$ cat config.mk
export PLATFORM = sky130hd
export DESIGN_NAME = mem_stage_sb
export DESIGN_NICKNAME = d
export VERILOG_FILES = /design/src/rtl/mem_stage_sb.sv
export SDC_FILE = /design/constraint.sdc
export NUM_CORES = 1
export LEC_CHECK = 0
export ABC_AREA = 1
export CAP_MARGIN = 20
export CORE_UTILIZATION = 50
export DETAILED_ROUTE_END_ITERATION = 10
export HOLD_SLACK_MARGIN = 0.02
export PLACE_DENSITY_LB_ADDON = 0.15
export SLEW_MARGIN = 40
export SYNTH_ARGS = -nofsm -noshare
export SYNTH_HDL_FRONTEND = slang
export SYNTH_SLANG_ARGS = --single-unit
export TNS_END_PERCENT = 100
$ cat constraint.sdc
create_clock -name clk -period 9.7 [get_ports clk]
set_input_delay 2.425 -clock clk [delete_from_list [all_inputs] [get_ports clk]]
set_output_delay 2.425 -clock clk [all_outputs]
set_load 0.1 [all_outputs]
$ cat src/rtl/mem_stage_sb.sv
// Memory stage with a post-commit store buffer.
// Stores retire into a DEPTH-entry FIFO and drain to the D-cache in the
// background. Loads that miss the buffer bypass queued stores. Loads that
// overlap a queued store drain the buffer first.
// Optional feature macro: MEM_SB_FWD_EN. When it is defined, a load whose bytes
// are fully covered by the youngest matching entry is forwarded from the buffer.
// When it is undefined, every address match stalls the load until the buffer
// has drained past it.
module mem_stage_sb #(
    parameter int DEPTH  = 4,
    parameter int DATA_W = 32,
    parameter int TAG_W  = 64
) (
    input  logic                     clk,
    input  logic                     rst,
    input  logic                     in_valid,
    input  logic                     in_read,
    input  logic                     in_write,
    input  logic [31:0]              in_addr,
    input  logic [DATA_W-1:0]        in_wdata,
    input  logic [DATA_W/8-1:0]      in_mbe,
    input  logic [TAG_W-1:0]         in_tag,
    output logic                     in_ready,
    output logic                     dc_read,
    output logic                     dc_write,
    output logic [31:0]              dc_addr,
    output logic [DATA_W-1:0]        dc_wdata,
    output logic [DATA_W/8-1:0]      dc_mbe,
    input  logic [DATA_W-1:0]        dc_rdata,
    input  logic                     dc_resp,
    output logic                     out_valid,
    output logic [DATA_W-1:0]        out_rdata,
    output logic [TAG_W-1:0]         out_tag,
    output logic [$clog2(DEPTH):0]   sb_count,
    output logic                     sb_empty
);

    localparam int BE_W = DATA_W / 8;
    localparam int OFF  = $clog2(BE_W);
    localparam int PW   = $clog2(DEPTH);
    localparam int CW   = PW + 1;
    localparam logic [31:0]   ALIGN_MASK = ~((32'd1 << OFF) - 32'd1);
    localparam logic [PW-1:0] PTR_ONE    = PW'(1);
    localparam logic [CW-1:0] CNT_ONE    = CW'(1);
    localparam logic [CW-1:0] CNT_FULL   = CW'(DEPTH);

    typedef enum logic [1:0] {ST_IDLE, ST_LOAD, ST_DRAIN} state_t;

    state_t              r_state;
    state_t              w_state_nxt;
    logic [31:0]         r_sb_addr [DEPTH];
    logic [DATA_W-1:0]   r_sb_data [DEPTH];
    logic [BE_W-1:0]     r_sb_mbe  [DEPTH];
    logic [PW-1:0]       r_head;
    logic [PW-1:0]       r_tail;
    logic [CW-1:0]       r_count;
    logic [31:0]         r_ld_addr;
    logic                r_ld_flush;

    logic [31:0]         w_in_aligned;
    logic                w_is_nop;
    logic                w_is_load;
    logic                w_is_store;
    logic                w_full;
    logic                w_empty;
    logic                w_push;
    logic                w_pop;
    logic                w_accept;
    logic                w_match;
    logic [PW-1:0]       w_match_idx;
    logic                w_fwd;
    logic [DATA_W-1:0]   w_load_data;

    assign w_in_aligned = in_addr & ALIGN_MASK;
    assign w_is_nop     = in_valid & ~in_read & ~in_write;
    assign w_is_load    = in_valid & in_read & ~in_write;
    assign w_is_store   = in_valid & in_write;
    assign w_full       = (r_count == CNT_FULL);
    assign w_empty      = (r_count == '0);
    assign w_push       = w_is_store & ~w_full;
    assign w_pop        = (r_state == ST_DRAIN) & dc_resp;
    assign w_accept     = in_valid & in_ready;
    assign sb_count     = r_count;
    assign sb_empty     = w_empty;

    // Find the youngest valid entry holding the load's word address.
    always_comb begin
        // NOTE: every signal written here gets a default first, so no latch is inferred.
        w_match     = 1'b0;
        w_match_idx = '0;
        for (int i = 0; i < DEPTH; i++) begin
            if (CW'(i) < r_count && r_sb_addr[r_head + PW'(i)] == w_in_aligned) begin
                w_match     = 1'b1;
                w_match_idx = r_head + PW'(i);
            end
        end
    end

`ifdef MEM_SB_FWD_EN
    // Forward only when the youngest match supplies every requested byte.
    assign w_fwd       = w_is_load & w_match & ((in_mbe & ~r_sb_mbe[w_match_idx]) == '0);
    assign w_load_data = w_fwd ? r_sb_data[w_match_idx] : dc_rdata;
`else
    logic w_unused_nofwd;
    assign w_fwd          = 1'b0;
    assign w_load_data    = dc_rdata;
    assign w_unused_nofwd = ^{in_mbe, w_match_idx};
`endif

    // Accept handshake: stores need room, loads need forwarding or a live cache response.
    always_comb begin
        in_ready = 1'b0;
        if (w_is_nop) begin
            in_ready = 1'b1;
        end else if (w_is_store) begin
            in_ready = ~w_full;
        end else if (w_is_load) begin
            in_ready = w_fwd | ((r_state == ST_LOAD) & dc_resp & ~r_ld_flush);
        end
    end

    // Cache port next state; an eligible load wins over a drain, a drain is never aborted.
    always_comb begin
        w_state_nxt = r_state;
        case (r_state)
            ST_IDLE: begin
                if (w_is_load & ~w_fwd & ~w_match) begin
                    w_state_nxt = ST_LOAD;
                end else if (~w_empty) begin
                    w_state_nxt = ST_DRAIN;
                end
            end
            ST_LOAD:  if (dc_resp) w_state_nxt = ST_IDLE;
            ST_DRAIN: if (dc_resp) w_state_nxt = ST_IDLE;
            default:  w_state_nxt = ST_IDLE;
        endcase
    end

    // Cache request outputs decoded from the registered state, so they stay constant until dc_resp.
    always_comb begin
        dc_read  = 1'b0;
        dc_write = 1'b0;
        dc_addr  = '0;
        dc_wdata = '0;
        dc_mbe   = '0;
        if (r_state == ST_LOAD) begin
            dc_read = 1'b1;
            dc_addr = r_ld_addr;
        end else if (r_state == ST_DRAIN) begin
            dc_write = 1'b1;
            dc_addr  = r_sb_addr[r_head];
            dc_wdata = r_sb_data[r_head];
            dc_mbe   = r_sb_mbe[r_head];
        end
    end

    // Store buffer payload; written at the tail on each accepted store.
    // NOTE: the payload array has no reset; pointers and count alone define which entries are valid.
    always_ff @(posedge clk) begin
        if (w_push) begin
            r_sb_addr[r_tail] <= w_in_aligned;
            r_sb_data[r_tail] <= in_wdata;
            r_sb_mbe[r_tail]  <= in_mbe;
        end
    end

    // FIFO pointers and occupancy; a simultaneous push and pop leave the count unchanged.
    always_ff @(posedge clk or negedge rst) begin
        // NOTE: sequential state uses non-blocking assignments so every register samples pre-edge values.
        if (!rst) begin
            r_head  <= '0;
            r_tail  <= '0;
            r_count <= '0;
        end else begin
            if (w_push) r_tail <= r_tail + PTR_ONE;
            if (w_pop)  r_head <= r_head + PTR_ONE;
            case ({w_push, w_pop})
                2'b10:   r_count <= r_count + CNT_ONE;
                2'b01:   r_count <= r_count - CNT_ONE;
                default: r_count <= r_count;
            endcase
        end
    end

    // Cache port state, latched load address, and flush tracking for an abandoned load.
    always_ff @(posedge clk or negedge rst) begin
        if (!rst) begin
            r_state    <= ST_IDLE;
            r_ld_addr  <= '0;
            r_ld_flush <= 1'b0;
        end else begin
            r_state <= w_state_nxt;
            if (r_state == ST_IDLE && w_state_nxt == ST_LOAD) begin
                r_ld_addr <= w_in_aligned;
            end
            if (r_state != ST_LOAD || dc_resp) begin
                r_ld_flush <= 1'b0;
            end else if (!in_valid) begin
                r_ld_flush <= 1'b1;
            end
        end
    end

    // Writeback register: one pulse per accepted instruction, load data or zero.
    always_ff @(posedge clk or negedge rst) begin
        if (!rst) begin
            out_valid <= 1'b0;
            out_rdata <= '0;
            out_tag   <= '0;
        end else begin
            out_valid <= w_accept;
            if (w_accept) begin
                out_tag   <= in_tag;
                out_rdata <= w_is_load ? w_load_data : '0;
            end
        end
    end

endmodule
==> summary.txt, run 1 <==
Clock tree
  – Buffers from clock root to sink, at most: 3
  – TritonCTS buffer count: 44
  – Clock tree from TritonCTS: built
  – Deepest level of the CTS H-tree: 2
  – CTS Root Buffer Type: clkbuf_16
  – Clock transition at the register clock pins on the worst setup and hold paths after CTS: 0.05 ns
  – Setup Buffers After CTS: 0
  – CTS-repair resized insts: 0
  – Count of clock tree sinks: 401
  – Later-pin clock latency in the skew report: 0.59 ns
  – Total of hold buffers inserted after clock tree synthesis: 0

Floorplanning
  – Effective utilization at floorplan: 51.2%
  – Standard cell core area: 39000 µm²
  – Die H: 202 µm
  – Die span in x: 202 µm
  – Full die area: 40800 µm²
  – Count of boundary I/O pins: 342
  – Std-Cell Rows: 72

STA
  – Slew Viols, Final: 0
  – Fmax: 0.137 GHz
  – Total negative slack for setup checks: 0 ns
  – Final period util: 75.5%
  – Post-layout minimum cycle time: 7.32 ns
  – Hold Vio Cnt, Final: 0
  – Worst-margin pin slew: 0.841 ns
  – RSZ-0062 raised after global routing: false
  – Final-report setup violation count: 0
  – Clk_skew: 0.0423 ns
  – Worst slew margin relative to its limit: 43.9%

Yosys
  – Fraction of post-synthesis cell area in the top cell type by area: 39.7%
  – Yosys top cell by area: edfxtp_1
  – Synth Instances: 2242
  – Portion of the post-synthesis area used by sequential elements: 56.8%
  – Netlist cell types: 33
  – Synthesis warning total: 0
  – Combined area of all synthesized cells: 20000 µm²
  – Mean cell area of the mapped netlist: 8.92 µm²
  – Most area-consuming cells after synthesis: edfxtp_1 (40%), dfrtp_1 (17%), nand2_1 (16%)
  – Synth Register Bits: 401

Global routing
  – Global-route wire length before repair: 93400 µm
  – Initial antenna violation count: 5
  – Via count of the first global-routing pass: 16700
  – Largest net degree at the start of global routing: 98
  – Gr usage total: 29.8%
  – Overflow left after global routing: 0

Drt
  – Routed via count divided by cell count: 5.61
  – Router iterations before antenna repair: 8
  – Number of violations reported at the end of detailed-routing iteration 0: 1703
  – Count of vias placed by the detailed router: 17300
  – WL final: 61000 µm
  – Post-route antenna net violation count: 0
  – Routed len/inst: 19.8 µm
  – Remaining design rule violation count: 0

Power and ir drop
  – Leakage Power: 10.7 nW
  – Maximum VDD drop: 0.000265 V
  – Power per standard cell area: 373 nW/µm²

Final layout
  – Area added between synthesis and finish: 21.7%
  – Most frequent cells in the layout: nand2_1 (851), nand3_1 (363), edfxtp_1 (264)
  – Proportion of layout cells with a drive suffix above 1: 13.4%
  – Leading cell type in the layout, fill and taps excluded: nand2_1
  – Post-route cell area: 24300 µm²
  – Final-stage net count: 2714

Place
  – Placer congestion estimate: 0.914
  – Cell area after placement: 22800 µm²
  – Number of I/O port buffers: 337
  – Half-perimeter wire length after placement: 39600 µm

Flow run
  – Count of max-cap constraint violations: 0

Status
  – Outcome: finished, final reports clean

Critical path
  – Worst-path fanout max: 43
  – Startpoint type of the worst setup path: primary input
  – Crit. End Element: output port
  – Required time reported for the critical path endpoint: 7.28 ns
  – WP data arrival: 4.90 ns
  – WS Path Type: primary input to output port

Min path
  – Path class of the lowest-slack min-delay path: register to register
[synth_stat cells]
cell	count
nand2_1	853
nand3_1	364
edfxtp_1	264
inv_1	146
dfrtp_1	137
o21ai_0	73
mux2_2	64
clkbuf_1	59
nand4_1	57
nor2_1	49
a22oi_1	36
a31oi_1	36
buf_2	31
buf_4	21
ha_1	13
buf_1	6
a21oi_1	5
xor2_1	5
o21ai_1	3
clkinv_1	2
nand2_2	2
o211ai_1	2
o21bai_1	2
o311ai_0	2
xnor2_1	2
a211oi_1	1
conb_1	1
inv_2	1
inv_4	1
nor2_2	1
nor3_1	1
o211ai_2	1
or2_2	1
[registers in the layout (all words and copies together), names as in the netlist, 2 cells and up]
| signal | flops |
|---|---|
| out_tag | 64 |
| r_head | 2 |
| r_sb_data | 128 |
| sb_count | 3 |
| r_sb_addr | 120 |
| r_sb_mbe | 16 |
| r_ld_addr | 30 |
| out_rdata | 32 |
| r_state | 2 |
| r_tail | 2 |
[final cells by class]
type	instances	area [µm²]
Antenna cell	3	7.51
Clock buffer	54	1150
Clock inverter	28	293
Fill cell	3268	14700
Inverter	150	571
Multi-Input combinational cell	1575	7570
Sequential cell	401	11400
Tap cell	518	648
Timing Repair Buffer	359	2710
[per-layer routing]
| layer | wire length, µm | GRT usage, % | up-vias |
|---|---|---|---|
| met4 | 2200 | 11.4 | 4 |
| li1 | - | - | 8196 |
| met5 | 28 | 0 | - |
| met2 | 29500 | 49.1 | 772 |
| met1 | 23700 | 38.9 | 8225 |
| met3 | 5570 | 5.64 | 135 |
[cell families after synthesis]
logic type                 share of synthesized area [%]
DFF                                                 56.8
and+or+nand+nor                                     28.0
buffers and inverters                               5.61
AOI/OAI and AO/OA                                   4.84
other                                             0.0188
muxes                                               3.61
xor gates and xnor gates                           0.307
adders and majority gates                          0.814
[worst paths after layout]
| check | startpoint | end | cells past startpoint | slack [ns] |
|---|---|---|---|---|
| max in group asynchronous | rst | out_tag[15] | 2 | 6.77 |
| hold reg to reg | r_ld_addr[29] | r_ld_addr[29] | 2 | 0.47 |
| setup / recovery | in_valid | in_ready | 8 | 2.38 |
| setup reg to reg | r_head[0] | r_ld_addr[28] | 19 | 4.83 |
| hold / removal | r_ld_addr[29] | r_ld_addr[29] | 2 | 0.47 |
| min in group asynchronous | rst | out_tag[27] | 1 | 1.90 |
[report_power, final]
part	leakage, nW	switching, mW	internal, mW
clock network	0.712	0.703	0.964
logic	5.93	4.07	1.01
registers	4.10	0.201	2.13
total	10.7	4.97	4.11
[worst max-delay path, cell delays in order]
cell and delay, ns:
clkdlybuf4s50_1 0.54, nand2_1 0.09, nor2_2 0.07, buf_4 0.34, nand4_1 0.21, o311ai_2 0.13, buf_4 0.53, buf_2 0.53
[stage by stage]
stage	hold WS (ns)	worst slack, ns	util, %	instances	power (mW)
floorplan	0.442	2.85	-	2243	6.29
global route	0.483	2.20	62.3	3086	9.55
detailed placement	0.459	2.38	58.6	3003	7.40
finish	0.472	2.38	62.3	3088	9.08
global placement	0.454	1.70	60.7	3003	7.57
CTS	0.472	2.38	62.3	3085	9.08
Note: power is estimated with default switching activity, not from simulation.
==> inputs of run 2 (changes only) <==
--- a/config.mk
+++ b/config.mk
@@ -7,7 +7,7 @@
 export LEC_CHECK = 0
 export ABC_AREA = 1
 export CAP_MARGIN = 20
-export CORE_UTILIZATION = 50
+export CORE_UTILIZATION = 49
 export DETAILED_ROUTE_END_ITERATION = 10
 export HOLD_SLACK_MARGIN = 0.02
 export PLACE_DENSITY_LB_ADDON = 0.15
==> constraint.sdc (replaced) <==
create_clock -name clk -period 6.1 [get_ports clk]
set_input_delay 1.525 -clock clk [delete_from_list [all_inputs] [get_ports clk]]
set_output_delay 1.525 -clock clk [all_outputs]
set_load 0.1 [all_outputs]
==> summary.txt, run 2 (synthesis results as in run 1) <==
Critical path
  – WP data arrival: 3.45 ns (was 4.90 ns)
  – Worst-path fanout max: 59 (was 43)
  – CP max-delay cell: dfrtp_4 (was clkdlybuf4s50_1)
  – Gate family responsible for the most delay along the worst path: buffers and inverters (unchanged)
  – Required time reported for the critical path endpoint: 4.58 ns (was 7.28 ns)
  – Count of buffer and inverter cells on the critical path: 4 (unchanged)
  – Cell type with the highest occurrence count on the critical path: buf_4 (unchanged)
  – Sequence of cells on the critical path: inv_4 > buf_4 > buf_4 > nand2_1 > nand3_1 > nand2_1 > o21ai_0 > buf_4 (was clkdlybuf4s50_1 > nand2_1 > nor2_2 > buf_4 > nand4_1 > o311ai_2 > buf_4 > buf_2)
  – Startpoint type of the worst setup path: register (was primary input)
  – WS Path Type: register to output port (was primary input to output port)
  – Peak per-stage delay on the critical path: 0.50 ns (was 0.54 ns)
  – Crit. End Element: output port (unchanged)

Drt
  – Count of vias placed by the detailed router: 17300 (about the same)
  – Remaining design rule violation count: 0 (unchanged)
  – Router iterations before antenna repair: 6 (was 8)
  – Post-route antenna net violation count: 0 (unchanged)
  – Routed len/inst: 19.4 µm (was 19.8 µm)
  – Number of violations reported at the end of detailed-routing iteration 0: 1593 (was 1703)
  – WL final: 60100 µm (was 61000 µm)
  – Routed via count divided by cell count: 5.58 (was 5.61)

Final layout
  – Leading cell type in the layout, fill and taps excluded: nand2_1 (unchanged)
  – Largest register FFs: 128 (unchanged)
  – Most frequent cells in the layout: nand2_1 (851), nand3_1 (364), edfxtp_1 (264) (was nand2_1 (851), nand3_1 (363), edfxtp_1 (264))
  – Area added between synthesis and finish: 22.7% (was 21.7%)
  – Number of fill cells: 3386 (was 3268)
  – Final-stage net count: 2726 (was 2714)
  – Registers with the highest flip-flop counts: r_sb_data x128, r_sb_addr x120, out_tag x64 (unchanged)
  – Layout Cells excl Fill: 3105 (was 3088)
  – Proportion of layout cells with a drive suffix above 1: 13.5% (was 13.4%)
  – Most flop-heavy register: r_sb_data (unchanged)

Clock tree
  – Later-pin clock latency in the skew report: 0.59 ns (about the same)
  – Deepest level of the CTS H-tree: 2 (unchanged)
  – Setup Buffers After CTS: 0 (unchanged)
  – CTS-repair resized insts: 0 (unchanged)
  – Buffers from clock root to sink, at most: 3 (unchanged)
  – Count of clock tree sinks: 401 (unchanged)
  – CTS Root Buffer Type: clkbuf_16 (unchanged)
  – Clock transition at the register clock pins on the worst setup and hold paths after CTS: 0.06 ns (was 0.05 ns)
  – Clock tree from TritonCTS: built (unchanged)
  – TritonCTS buffer count: 44 (unchanged)
  – Total of hold buffers inserted after clock tree synthesis: 0 (unchanged)

STA
  – Final-report setup violation count: 0 (unchanged)
  – Worst slew margin relative to its limit: 43.4% (was 43.9%)
  – Worst Slack Setup Final: 1.12 ns (was 2.38 ns)
  – Worst-margin pin slew: 0.848 ns (was 0.841 ns)
  – Total negative slack for setup checks: 0 ns (unchanged)
  – Slew Viols, Final: 0 (unchanged)
  – Final period util: 81.6%
  – Hold Vio Cnt, Final: 0 (unchanged)
  – Fmax: 0.201 GHz
  – RSZ-0062 raised after global routing: false (unchanged)
  – Post-layout minimum cycle time: 4.98 ns
  – Clk_skew: 0.0367 ns (was 0.0423 ns)

Floorplanning
  – Std-Cell Rows: 73 (was 72)
  – Count of boundary I/O pins: 342 (unchanged)
  – Full die area: 41600 µm² (was 40800 µm²)
  – Standard cell core area: 40000 µm² (was 39000 µm²)
  – Die span in x: 204 µm (was 202 µm)
  – Effective utilization at floorplan: 50.0% (was 51.2%)
  – Die H: 204 µm (was 202 µm)

Global routing
  – Via count of the first global-routing pass: 16500 (was 16700)
  – Initial antenna violation count: 4 (was 5)
  – Global-route wire length before repair: 91300 µm (was 93400 µm)
  – Overflow left after global routing: 0 (unchanged)
  – Gr usage total: 28.6% (was 29.8%)
  – Largest net degree at the start of global routing: 109 (was 98)

Place
  – Number of I/O port buffers: 337 (unchanged)
  – Placer congestion estimate: 0.961 (was 0.914)
  – Placed Cells incl. Taps: 3021 (was 3003)
  – Post-Place Setup Slack: 1.20 ns (was 2.38 ns)
  – Half-perimeter wire length after placement: 40200 µm (was 39600 µm)

Status
  – Outcome: finished, final reports clean (unchanged)

Power and ir drop
  – Power per standard cell area: 592 nW/µm² (was 373 nW/µm²)
  – Leakage Power: 10.8 nW (was 10.7 nW)
  – Maximum VDD drop: 0.000401 V (was 0.000265 V)
  – Overall Power: 14.5 mW (was 9.08 mW)

Min path
  – Path class of the lowest-slack min-delay path: register to register (unchanged)

Flow run
  – Count of max-cap constraint violations: 0 (unchanged)
-- run 2: cell types whose count changed in the layout (fill, tap and decap cells not counted), sizes merged --
cell      change
buf          +12
clkbuf        +7
clkinv        -3
bufinv        -2
clkinvlp      -2
inv           -2
-- run 2: layout make-up --
| type | instances | area (µm²) | area share [%] |
|---|---|---|---|
| sequential | 401 | 11400 | 46.3 |
| multi-input combinational | 1575 | 7560 | 30.8 |
| timing repair buffer | 371 | 3000 | 12.2 |
| clock buffer | 61 | 1190 | 4.87 |
| tap | 525 | 657 | 2.68 |
| inverter | 150 | 568 | 2.32 |
| clock inverter | 19 | 183 | 0.745 |
| antenna | 3 | 7.51 | 0.0306 |
-- run 2: through the flow --
stage,utilization (%),instance area [µm²],hold WS (ns)
floorplan,-,20000,0.442
global placement,59.1,23700,0.453
finish,61.3,24500,0.471
CTS,61.2,24500,0.474
global route,61.3,24500,0.501
detailed placement,57.8,23100,0.459
-- run 2: worst reg2reg max path: cells and delay by family (launching register included) --
kind            cells  cell delay [ns]
simple gates       15             1.74
flops               1             0.50
buf+inv             5             2.02
compound gates      1             0.11
-- run 2: power breakdown --
| group | internal [mW] | switching (mW) | total [mW] | leakage, nW |
|---|---|---|---|---|
| Clock | 1.46 | 1.10 | 2.57 | 0.677 |
| Sequential | 3.38 | 0.255 | 3.64 | 4.10 |
| Combinational | 1.78 | 6.53 | 8.31 | 6.02 |
-- run 2: final timing paths --
path                                from            end  slack (ns)  cells after the start
setup / recovery               r_head[0]    dc_addr[31]        1.12                      8
hold / removal             r_ld_addr[23]  r_ld_addr[23]        0.47                      2
setup reg to reg               r_head[0]  r_ld_addr[13]        1.63                     21
hold reg to reg            r_ld_addr[23]  r_ld_addr[23]        0.47                      2
max in group asynchronous            rst    out_tag[58]        3.90                      3
min in group asynchronous            rst   out_rdata[3]        0.81                      1
-- run 2: metal layers --
| layer | track usage [%] | vias to the layer above | share of wire (%) |
|---|---|---|---|
| met3 | 6.66 | 106 | 8.5 |
| met5 | 0 | - | 0.017 |
| met4 | 9.59 | 2 | 2.8 |
| met2 | 47.8 | 689 | 49 |
| li1 | - | 8203 | - |
| met1 | 36.5 | 8312 | 40 |
